### config.mk
export PLATFORM = sky130hd
export DESIGN_NAME = instr_encoder
export DESIGN_NICKNAME = d
export VERILOG_FILES = /design/src/rtl/instr_encoder.sv
export SDC_FILE = /design/constraint.sdc
export NUM_CORES = 1
export LEC_CHECK = 0
export ABC_CLOCK_PERIOD_IN_PS = 2900
export BUFFER_PORTS_ARGS = -buffer_cell sky130_fd_sc_hd__buf_2
export CAP_MARGIN = 20
export CORE_ASPECT_RATIO = 1.5
export CORE_UTILIZATION = 30
export CTS_BUF_LIST = sky130_fd_sc_hd__clkbuf_4
export DETAILED_ROUTE_END_ITERATION = 12
export PLACE_DENSITY = 0.59
export SETUP_SLACK_MARGIN = 0.02
export SLEW_MARGIN = 10
export SYNTH_ARGS = -nofsm -noshare
export SYNTH_HDL_FRONTEND = slang
export SYNTH_SLANG_ARGS = --single-unit
export TNS_END_PERCENT = 20
### constraint.sdc
create_clock -name clk -period 2.9 [get_ports clk]
set_input_delay 0.29 -clock clk [delete_from_list [all_inputs] [get_ports clk]]
set_output_delay 0.29 -clock clk [all_outputs]
set_load 0.02 [all_outputs]
### src/rtl/instr_encoder.sv
// RV32I field-to-word encoder: range-checks immediates, then streams each legal
// word with its image byte address through a 2-entry output buffer.
module instr_encoder #(
  parameter int          ADDR_W    = 10,
  parameter logic [31:0] BASE_ADDR = 32'h0000_0000
) (
  input  logic              clk,
  input  logic              rst,
  input  logic              start,
  input  logic              in_valid,
  output logic              in_ready,
  input  logic [6:0]        opcode,
  input  logic [4:0]        rd,
  input  logic [4:0]        rs1,
  input  logic [4:0]        rs2,
  input  logic [2:0]        funct3,
  input  logic [6:0]        funct7,
  input  logic [31:0]       imm,
  output logic              out_valid,
  input  logic              out_ready,
  output logic [31:0]       out_addr,
  output logic [31:0]       out_instr,
  output logic              err,
  output logic [1:0]        err_code,
  output logic [ADDR_W:0]   words,
  output logic [1:0]        dbg_state
);

  localparam logic [6:0] OP_R      = 7'b0110011;
  localparam logic [6:0] OP_IMM    = 7'b0010011;
  localparam logic [6:0] OP_LOAD   = 7'b0000011;
  localparam logic [6:0] OP_JALR   = 7'b1100111;
  localparam logic [6:0] OP_STORE  = 7'b0100011;
  localparam logic [6:0] OP_BRANCH = 7'b1100011;
  localparam logic [6:0] OP_LUI    = 7'b0110111;
  localparam logic [6:0] OP_AUIPC  = 7'b0010111;
  localparam logic [6:0] OP_JAL    = 7'b1101111;

  localparam logic [1:0] E_NONE   = 2'b00;
  localparam logic [1:0] E_OPCODE = 2'b01;
  localparam logic [1:0] E_RANGE  = 2'b10;
  localparam logic [1:0] E_ALIGN  = 2'b11;

  localparam logic [ADDR_W:0] CAPACITY = {1'b1, {ADDR_W{1'b0}}};

  typedef enum logic [1:0] {S_IDLE = 2'd0, S_RUN = 2'd1, S_DONE = 2'd2} state_e;

  state_e            state_q, state_d;
  logic [1:0][31:0]  buf_addr_q, buf_addr_d;
  logic [1:0][31:0]  buf_instr_q, buf_instr_d;
  logic              rd_ptr_q, rd_ptr_d;
  logic              wr_ptr_q, wr_ptr_d;
  logic [1:0]        count_q, count_d;
  logic [ADDR_W:0]   words_q, words_d;
  logic              err_q, err_d;
  logic [1:0]        err_code_q, err_code_d;

  logic [31:0] enc_word;
  logic [1:0]  enc_code;
  logic        fits12, fits13, fits21;
  logic        accept, push, pop;

  // A field bundle that decodes to a legal opcode fits signed N bits when all
  // bits from N-1 upward are copies of the sign.
  always_comb begin
    fits12   = (&imm[31:11]) | ~(|imm[31:11]);
    fits13   = (&imm[31:12]) | ~(|imm[31:12]);
    fits21   = (&imm[31:20]) | ~(|imm[31:20]);
    enc_word = '0;
    enc_code = E_NONE;
    case (opcode)
      OP_R: enc_word = {funct7, rs2, rs1, funct3, rd, opcode};
      OP_IMM, OP_LOAD, OP_JALR: begin
        enc_word = {imm[11:0], rs1, funct3, rd, opcode};
        if (!fits12) enc_code = E_RANGE;
      end
      OP_STORE: begin
        enc_word = {imm[11:5], rs2, rs1, funct3, imm[4:0], opcode};
        if (!fits12) enc_code = E_RANGE;
      end
      OP_BRANCH: begin
        enc_word = {imm[12], imm[10:5], rs2, rs1, funct3, imm[4:1], imm[11], opcode};
        if (imm[0])       enc_code = E_ALIGN;
        else if (!fits13) enc_code = E_RANGE;
      end
      OP_LUI, OP_AUIPC: begin
        enc_word = {imm[31:12], rd, opcode};
        if (|imm[11:0]) enc_code = E_ALIGN;
      end
      OP_JAL: begin
        enc_word = {imm[20], imm[10:1], imm[11], imm[19:12], rd, opcode};
        if (imm[0])       enc_code = E_ALIGN;
        else if (!fits21) enc_code = E_RANGE;
      end
      default: enc_code = E_OPCODE;
    endcase
  end

  // Handshakes: a bundle transfers on a rising edge where in_valid && in_ready;
  // the buffer head leaves on a rising edge where out_valid && out_ready, and
  // out_addr/out_instr stay stable while out_valid is held without out_ready.
  assign in_ready  = (state_q == S_RUN) && !start && (count_q != 2'd2);
  assign out_valid = (count_q != 2'd0);
  assign accept    = in_valid && in_ready;
  assign push      = accept && (enc_code == E_NONE);
  assign pop       = out_valid && out_ready;

  always_comb begin
    state_d     = state_q;
    buf_addr_d  = buf_addr_q;
    buf_instr_d = buf_instr_q;
    rd_ptr_d    = rd_ptr_q;
    wr_ptr_d    = wr_ptr_q;
    count_d     = count_q;
    words_d     = words_q;
    err_d       = accept && (enc_code != E_NONE);
    err_code_d  = err_d ? enc_code : err_code_q;
    if (start) begin
      state_d  = S_RUN;
      rd_ptr_d = 1'b0;
      wr_ptr_d = 1'b0;
      count_d  = 2'd0;
      words_d  = '0;
    end else begin
      if (push) begin
        buf_addr_d[wr_ptr_q]  = BASE_ADDR + (32'(words_q) << 2);
        buf_instr_d[wr_ptr_q] = enc_word;
        wr_ptr_d              = ~wr_ptr_q;
        words_d               = words_q + 1'b1;
      end
      if (pop) rd_ptr_d = ~rd_ptr_q;
      count_d = count_q + {1'b0, push} - {1'b0, pop};
      if ((state_q == S_RUN) && (words_d == CAPACITY)) state_d = S_DONE;
    end
  end

  always_ff @(posedge clk or posedge rst) begin
    if (rst) begin
      state_q     <= S_IDLE;
      buf_addr_q  <= '0;
      buf_instr_q <= '0;
      rd_ptr_q    <= 1'b0;
      wr_ptr_q    <= 1'b0;
      count_q     <= 2'd0;
      words_q     <= '0;
      err_q       <= 1'b0;
      err_code_q  <= E_NONE;
    end else begin
      state_q     <= state_d;
      buf_addr_q  <= buf_addr_d;
      buf_instr_q <= buf_instr_d;
      rd_ptr_q    <= rd_ptr_d;
      wr_ptr_q    <= wr_ptr_d;
      count_q     <= count_d;
      words_q     <= words_d;
      err_q       <= err_d;
      err_code_q  <= err_code_d;
    end
  end

  assign out_addr  = out_valid ? buf_addr_q[rd_ptr_q]  : '0;
  assign out_instr = out_valid ? buf_instr_q[rd_ptr_q] : '0;
  assign err       = err_q;
  assign err_code  = err_code_q;
  assign words     = words_q;
  assign dbg_state = state_q;

endmodule
==> metrics.md, run 1 <==
| Metric | Value |
|---|---|
| Post-route clock period utilization | `0.854` |
| First-pass GRT wire length | `25400 µm` |
| Cells after Synth | `621` |
| Inst Count DP | `996` |
| I/O pin cnt | `151` |
| Worst Setup End Kind | `flip-flop` |
| Clock Pin Slew Worst Setup and Hold Paths | `0.18 ns` |
| Post-synth EDFFs | `0` |
| Die Ht | `172 µm` |
| Lkg Pwr | `3.21 nW` |
| Pint | `2.10 mW` |
| Yosys warning total | `0` |
| Seq pwr share | `0.509` |
| Final HPWL DP | `12300 µm` |
| Initial antenna violation count | `1` |
| Relative slew slack | `0.386` |
| Nets@finish | `828` |
| Synthesized area | `5800 µm²` |
| # fillers | `2002` |
| Power share of the clock group | `0.256` |
| Sw Ratio | `0.341` |
| Max-Cap Viols | `0` |
| Port Buffers | `129` |
| Worst IR drop on VDD | `241 µV` |
| Via density | `4.76` |
| Post-synthesis sequential area ratio | `0.457` |
| Max Slew Vio Count | `0` |
| Post-CTS Setup Inserts | `0` |
| Hold slack | `0.140 ns` |
| PnR worst setup slack | `0.422 ns` |
| Startpoint types | `flip-flop` |
| Logic pwr share | `0.234` |
| Row Count | `61` |
| Layout Cells excl Fill | `1014` |
| Gpl congestion | `0.806` |
| Pre-CTS setup slack | `0.0813 ns` |
| Slew @ Worst Pin | `0.918 ns` |
| Setup TNS | `0 ns` |
| Period minus WS final | `2.48 ns` |
| CP Max Fanout | `7` |
| Initial DRC Count | `232` |
| Total die area | `19900 µm²` |
| Final Skew | `0.0174 ns` |
| Cell accounting for the most synthesized area | `dfrtp_1` |
| Post-Route Utilization | `0.370` |
| Layout cells sized above 1 | `0.286` |
| Die Wd | `116 µm` |
| Area delta synth->final | `19.7%` |
| 1st-pass router iterations | `5` |
| Fin. Hold Viols | `0` |
| Sw Pwr | `1.09 mW` |
| Global route total overflow | `0` |
| Vias in the first global route | `4705` |
| Ranking of synthesized cells by area | `dfrtp_1 46%, mux2i_1 7.6%, nand2_1 7.2%, o21ai_0 5.0%, nor2_1 4.1%` |
| Top FF cell, synth | `dfrtp_1` |
| Post-route antenna net violation count | `0` |
| DR WL/cell | `15.9 µm` |
| Htree depth | `3` |
| Total number of vias | `4825` |
| Cell variety after synth | `69` |
| Post-CTS Resized | `0` |
| Final wirelength | `16100 µm` |
| #FFs+latches synth | `106` |
| Worst Hold Class | `primary input to flip-flop` |
| Largest net degree at the start of global routing | `53` |
| Final routed DRC violation total | `0` |
| Status | `finished clean` |
| Root buffer cell | `clkbuf_4` |
| CTS max path bufs | `2` |
| TritonCTS clock tree | `built` |
| Overall Global Routing Usage | `0.170` |
| Worst Path Required | `3.32 ns` |
| Initial Utilization | `0.309` |
| Worst skew pair latency | `0.47 ns` |
| RSZ-0062 raised after global routing | `no` |
| Final setup violation count | `0` |
| Core footprint | `18800 µm²` |
| Clk sink count | `106` |
| Ys async rst share | `1.00` |
| Fmax | `404 MHz` |
| Worst Path Class, Setup | `flip-flop to flip-flop` |
| Mean post-synth cell area | `9.35 µm²` |
| Cts bufs inserted | `9` |
| Critical Path AT | `2.90 ns` |
| Share of the synthesized area in the top cell type | `0.457` |
| PD cells | `459 nW/µm²` |
## critical path, stage by stage (launching register included)
cell,delay [ns]
dfrtp_1,0.45
nor3b_1,0.38
and3_2,0.30
nand4b_2,0.24
buf_4,0.23
nor3_4,0.23
nand3_1,0.15
o32ai_2,0.26
a32o_1,0.20
## cells in the final DEF, fill, tap and decap left out, types with 3 or more instances in the layout
cell,count
buf_2,129
ha_1,3
and2_1,5
inv_8,3
nor4_1,7
a22oi_1,13
xor2_1,7
nand2b_1,5
inv_1,8
or3_1,3
o21ai_1,9
clkbuf_4,9
a222oi_1,11
and3_1,3
mux2_2,8
or2_2,5
nor2b_1,3
nand2_1,112
o21ai_0,58
nor2_1,63
nand3_1,6
dfrtp_1,105
nor3_1,5
a21oi_1,6
buf_12,3
xnor2_1,9
buf_4,34
nor3b_1,3
mux2i_1,44
and3_2,3
conb_1,21
mux2_1,4
nand4_1,9
## flip-flops by register name, indices dropped and copies added (netlist names)
| register | count |
|---|---|
| err_code | 2 |
| words | 11 |
| err | 1 |
| dbg_state | 2 |
| wr_ptr_q | 1 |
| buf_instr_q | 64 |
| rd_ptr_q | 1 |
| count_q | 2 |
| buf_addr_q | 22 |
## cells by family after synthesis
kind of cell,synth area share
fa+ha+maj,0.00647
flops,0.457
simple gates,0.208
other cells,0.000646
buf+inv,0.0724
compound gates,0.132
xor+xnor,0.0241
mux,0.0992
## path summary, 6_finish.rpt
| path | from | to | slack, ns | cells after the start |
|---|---|---|---|---|
| min in group asynchronous | rst | buf_addr_q[38] | 0.53 | 3 |
| max reg2reg | dbg_state[1] | dbg_state[1] | 0.42 | 8 |
| max | dbg_state[1] | dbg_state[1] | 0.42 | 8 |
| min reg2reg | buf_instr_q[1] | buf_instr_q[1] | 0.49 | 1 |
| min | rs2[3] | buf_instr_q[23] | 0.14 | 3 |
| max in group asynchronous | rst | words[2] | 1.67 | 4 |
## power groups by stage
stage / registers (mW) / logic, mW / clock network [mW]
after detailed placement: 1.65 / 0.763 / 0
after global routing: 1.64 / 0.817 / 0.908
after floorplan: 1.57 / 0.560 / 0
final: 1.63 / 0.748 / 0.818
after CTS: 1.63 / 0.765 / 0.854
after global placement: 1.65 / 0.760 / 0
## synth_stat cells, types with 2 or more instances
library cell  count
a211oi_1          2
a21oi_1           6
a222oi_1         11
a22oi_1          13
a31oi_1           2
and2_1            5
and3_1            3
and3_2            3
buf_1             3
buf_2            11
buf_4            23
buf_6             3
clkbuf_1         19
dfrtp_1         106
ha_1              3
inv_1             9
mux2_1            4
mux2_2            8
mux2i_1          44
nand2_1         112
nand2b_1          5
nand3_1           6
nand4_1           9
nor2_1           64
nor2b_1           3
nor3_1            5
nor3_4            2
nor3b_1           3
nor4_1            7
o21ai_0          58
o21ai_1           9
or2_2             5
or3_1             4
or4_4             2
xnor2_1           9
xor2_1            7
## through the flow
| step | power [mW] | cell area, µm² |
|---|---|---|
| after detailed placement | 2.42 | 6780 |
| after global placement | 2.41 | 6780 |
| after floorplan | 2.13 | 5880 |
| final | 3.19 | 6950 |
| after global routing | 3.36 | 6950 |
| after CTS | 3.25 | 6950 |
## layout make-up
| type | count | area (µm²) | area share |
|---|---|---|---|
| Antenna cell | 1 | 2.50 | 0.000360 |
| Clock buffer | 9 | 67.6 | 0.00972 |
| Clock inverter | 7 | 85.1 | 0.0122 |
| Inverter | 9 | 37.5 | 0.00540 |
| Multi-Input combinational cell | 463 | 2820 | 0.405 |
| Sequential cell | 106 | 2650 | 0.382 |
| Tap cell | 252 | 315 | 0.0454 |
| Timing Repair Buffer | 167 | 971 | 0.140 |
## metal layers
metal / GRT usage / vias to the layer above / wire length (µm)
li1: - / 2391 / -
met1: 0.214 / 2272 / 6880
met2: 0.298 / 152 / 8330
met3: 0.0273 / 10 / 798
met4: 0.0452 / 0 / 132
met5: 0 / - / 0
## timing repair
| action | CTS | global route |
|---|---|---|
| endpoints found under the setup margin | 0 | 0 |
| hold endpoints to repair | 22 | 0 |
| hold buffers | 1 | 0 |
Power figures use the tool's default switching activity.
==> run 2: changes to the inputs <==
- ABC_AREA: not set -> 1
- PLACE_DENSITY: 0.59 -> 0.48
==> run 2 against run 1 <==
Fmax decreased by 6.1%. Largest power group unchanged. Largest cell class unchanged. Flip-flop and latch count unchanged. Die area increased by 5.0%.
==> metrics.md, run 2 <==
| Metric | Value |
|---|---|
| Slew @ Worst Pin | `0.771 ns (-0.147 ns)` |
| Power share of the clock group | `0.206 (-0.050)` |
| Initial DRC Count | `286 (+23%)` |
| First-pass GRT wire length | `30600 µm (+20%)` |
| Post-route clock period utilization | `0.910 (+0.0552)` |
| Final routed DRC violation total | `0 (unchanged)` |
| 1st-pass router iterations | `5 (unchanged)` |
| Worst Path Required | `2.61 ns (-0.71 ns)` |
| Cell accounting for the most synthesized area | `dfrtp_1` |
| Vias in the first global route | `5705 (+21%)` |
| Via density | `4.71 (-1.1%)` |
| Clk sink count | `106 (unchanged)` |
| Seq pwr share | `0.461 (-0.048)` |
| I/O pin cnt | `151 (unchanged)` |
| Final wirelength | `19200 µm (+19%)` |
| Overall Global Routing Usage | `0.191 (+0.0210)` |
| PD cells | `504 nW/µm² (+9.7%)` |
| Die Ht | `177 µm (+2.5%)` |
| Initial Utilization | `0.307 (-0.00226)` |
| CTS max path bufs | `2 (unchanged)` |
| Worst Hold Class | `primary input to flip-flop` |
| Worst skew pair latency | `0.50 ns (+0.03 ns)` |
| Nets@finish | `1042 (+26%)` |
| Worst Path Class, Setup | `flip-flop to output port` |
| Most common cell after layout, fill and taps aside | `nand2_1` |
| DR WL/cell | `15.5 µm (-2.4%)` |
| Port Buffers | `129 (unchanged)` |
| Layout cells sized above 1 | `0.196 (-0.0906)` |
| Ranking of synthesized cells by area | `dfrtp_1 44%, nand2_1 16%, o21ai_0 8.0%, inv_1 5.7%, nor2_1 4.4%` |
| Sw Pwr | `1.46 mW (+34%)` |
| Critical Path AT | `2.35 ns (-0.55 ns)` |
| Core footprint | `19900 µm² (+5.8%)` |
| Cells after Synth | `851 (+37%)` |
| Fin. Hold Viols | `0 (unchanged)` |
| Logic pwr share | `0.333 (+0.099)` |
| Inst Count DP | `1217 (+22%)` |
| Htree depth | `3 (unchanged)` |
| Top FF cell, synth | `dfrtp_1` |
| Total die area | `20900 µm² (+5.0%)` |
| Max Slew Vio Count | `0 (unchanged)` |
| Most frequent cell after synthesis | `nand2_1` |
| Share of the synthesized area in the top cell type | `0.435 (-0.0219)` |
| RSZ-0062 raised after global routing | `no` |
| Pint | `2.13 mW (+1.4%)` |
| Most frequent cells in the layout | `260 x nand2_1, 129 x buf_2, 105 x dfrtp_1` |
| Clock Pin Slew Worst Setup and Hold Paths | `0.17 ns (about the same)` |
| Cts bufs inserted | `9 (unchanged)` |
| Post-route antenna net violation count | `0 (unchanged)` |
| Startpoint types | `flip-flop` |
| Yosys warning total | `0 (unchanged)` |
| Worst Setup End Kind | `output port` |
| Row Count | `63 (+3.3%)` |
| Largest net degree at the start of global routing | `60 (+13%)` |
| #FFs+latches synth | `106 (unchanged)` |
| Final setup violation count | `0 (unchanged)` |
| Total number of vias | `5829 (+21%)` |
| Root buffer cell | `clkbuf_4` |
| Gpl congestion | `0.854 (+5.9%)` |
| Mean post-synth cell area | `7.16 µm² (-23%)` |
| Fmax | `379 MHz (-6.1%)` |
| Synthesized area | `6100 µm² (+5.0%)` |
| Area delta synth->final | `16.8%` |
| Multi-input logic area | `2830 µm² (+0.53%)` |
| Synth cell count leaders | `260 x nand2_1, 106 x dfrtp_1, 98 x o21ai_0, 92 x inv_1, 71 x nor2_1` |
| Post-synth EDFFs | `0 (unchanged)` |
| # fillers | `2248 (+12%)` |
| Status | `finished clean` |
| Lkg Pwr | `3.76 nW (+17%)` |
| CP Max Fanout | `17 (+10)` |
| Global route total overflow | `0 (unchanged)` |
| TritonCTS clock tree | `built` |
| Die Wd | `118 µm (+2.4%)` |
| Register area | `2650 µm² (unchanged)` |
| Largest register by flop count | `buf_instr_q` |
| Sw Ratio | `0.406 (+0.0645)` |
| Max-Cap Viols | `0 (unchanged)` |
| Cell variety after synth | `36 (-48%)` |
| Setup TNS | `0 ns (unchanged)` |
| Relative slew slack | `0.486 (+0.0993)` |
| Ys async rst share | `1.00 (unchanged)` |
| Initial antenna violation count | `3 (+2)` |
| Largest register FFs | `64 (unchanged)` |
| Worst IR drop on VDD | `314 µV (+31%)` |
| Period minus WS final | `2.64 ns (+0.160 ns)` |
| Final HPWL DP | `14500 µm (+18%)` |
| Final Skew | `0.0178 ns (+0.000369 ns)` |
| Layout Cells excl Fill | `1238 (+22%)` |
| Post-synthesis sequential area ratio | `0.435 (-0.0219)` |
==> run 2: final cells by class <==
cell class / instances / area share
multi-input combinational: 608 / 0.398
sequential: 106 / 0.373
timing repair buffer: 145 / 0.111
inverter: 100 / 0.0538
tap: 260 / 0.0457
clock buffer: 10 / 0.0105
clock inverter: 6 / 0.00721
antenna: 3 / 0.00105
==> run 2: logic make-up after synthesis <==
kind of cell | share of synthesized area
compound gates | 0.153
simple gates | 0.276
buf+inv | 0.113
other cells | 0.000615
fa+ha+maj | 0.00616
flops | 0.435
xor+xnor | 0.0158
==> run 2: metrics by stage <==
step | total power, mW | setup slack (ns) | utilization | cell area (µm²) | hold WS (ns)
floorplan | 2.44 | 0.493 | - | 6170 | 0.423
global placement | 2.89 | 0.447 | 0.350 | 6950 | 0.435
detailed placement | 2.88 | 0.394 | 0.350 | 6950 | 0.440
CTS | 3.64 | 0.193 | 0.357 | 7090 | 0.0524
global route | 3.82 | 0.0299 | 0.358 | 7120 | 0.0815
finish | 3.59 | 0.262 | 0.358 | 7120 | 0.0907
==> run 2: timing repair <==
item,CTS,global route
hold endpoints to repair,40,0
buffers inserted,0,0
hold buffers,1,0
resized for setup,0,1
setup endpoints to repair,0,2
==> run 2: layer usage <==
metal / vias up / GRT usage / share of wire / wire (µm)
li1: 2904 / - / - / -
met1: 2731 / 0.239 / 0.44 / 8450
met2: 159 / 0.325 / 0.49 / 9430
met3: 35 / 0.0200 / 0.035 / 678
met4: 0 / 0.0976 / 0.035 / 673
met5: - / 0 / 0 / 0
==> run 2: final timing paths <==
path | startpoint | end | slack, ns | cells past startpoint
max | count_q[1] | out_instr[0] | 0.26 | 6
min | funct3[2] | buf_instr_q[14] | 0.09 | 3
max reg2reg | dbg_state[0] | buf_addr_q[42] | 0.68 | 9
min reg2reg | buf_instr_q[0] | buf_instr_q[0] | 0.48 | 2
max in group asynchronous | rst | buf_instr_q[19] | 1.91 | 5
min in group asynchronous | rst | buf_addr_q[43] | 0.25 | 3
==> run 2: power by group through the flow <==
| stage | sequential (mW) | combinational, mW | clock (mW) |
|---|---|---|---|
| detailed placement | 1.68 | 1.20 | 0 |
| CTS | 1.66 | 1.20 | 0.786 |
| global placement | 1.68 | 1.20 | 0 |
| floorplan | 1.68 | 0.759 | 0 |
| global route | 1.67 | 1.32 | 0.827 |
| finish | 1.65 | 1.19 | 0.739 |
==> run 2: critical path, stage by stage, from the launching register on <==
cell	delay, ns
dfrtp_1	0.45
nor2_1	0.29
clkinvlp_4	0.41
buf_4	0.33
o21ai_0	0.11
a21oi_1	0.09
buf_2	0.17
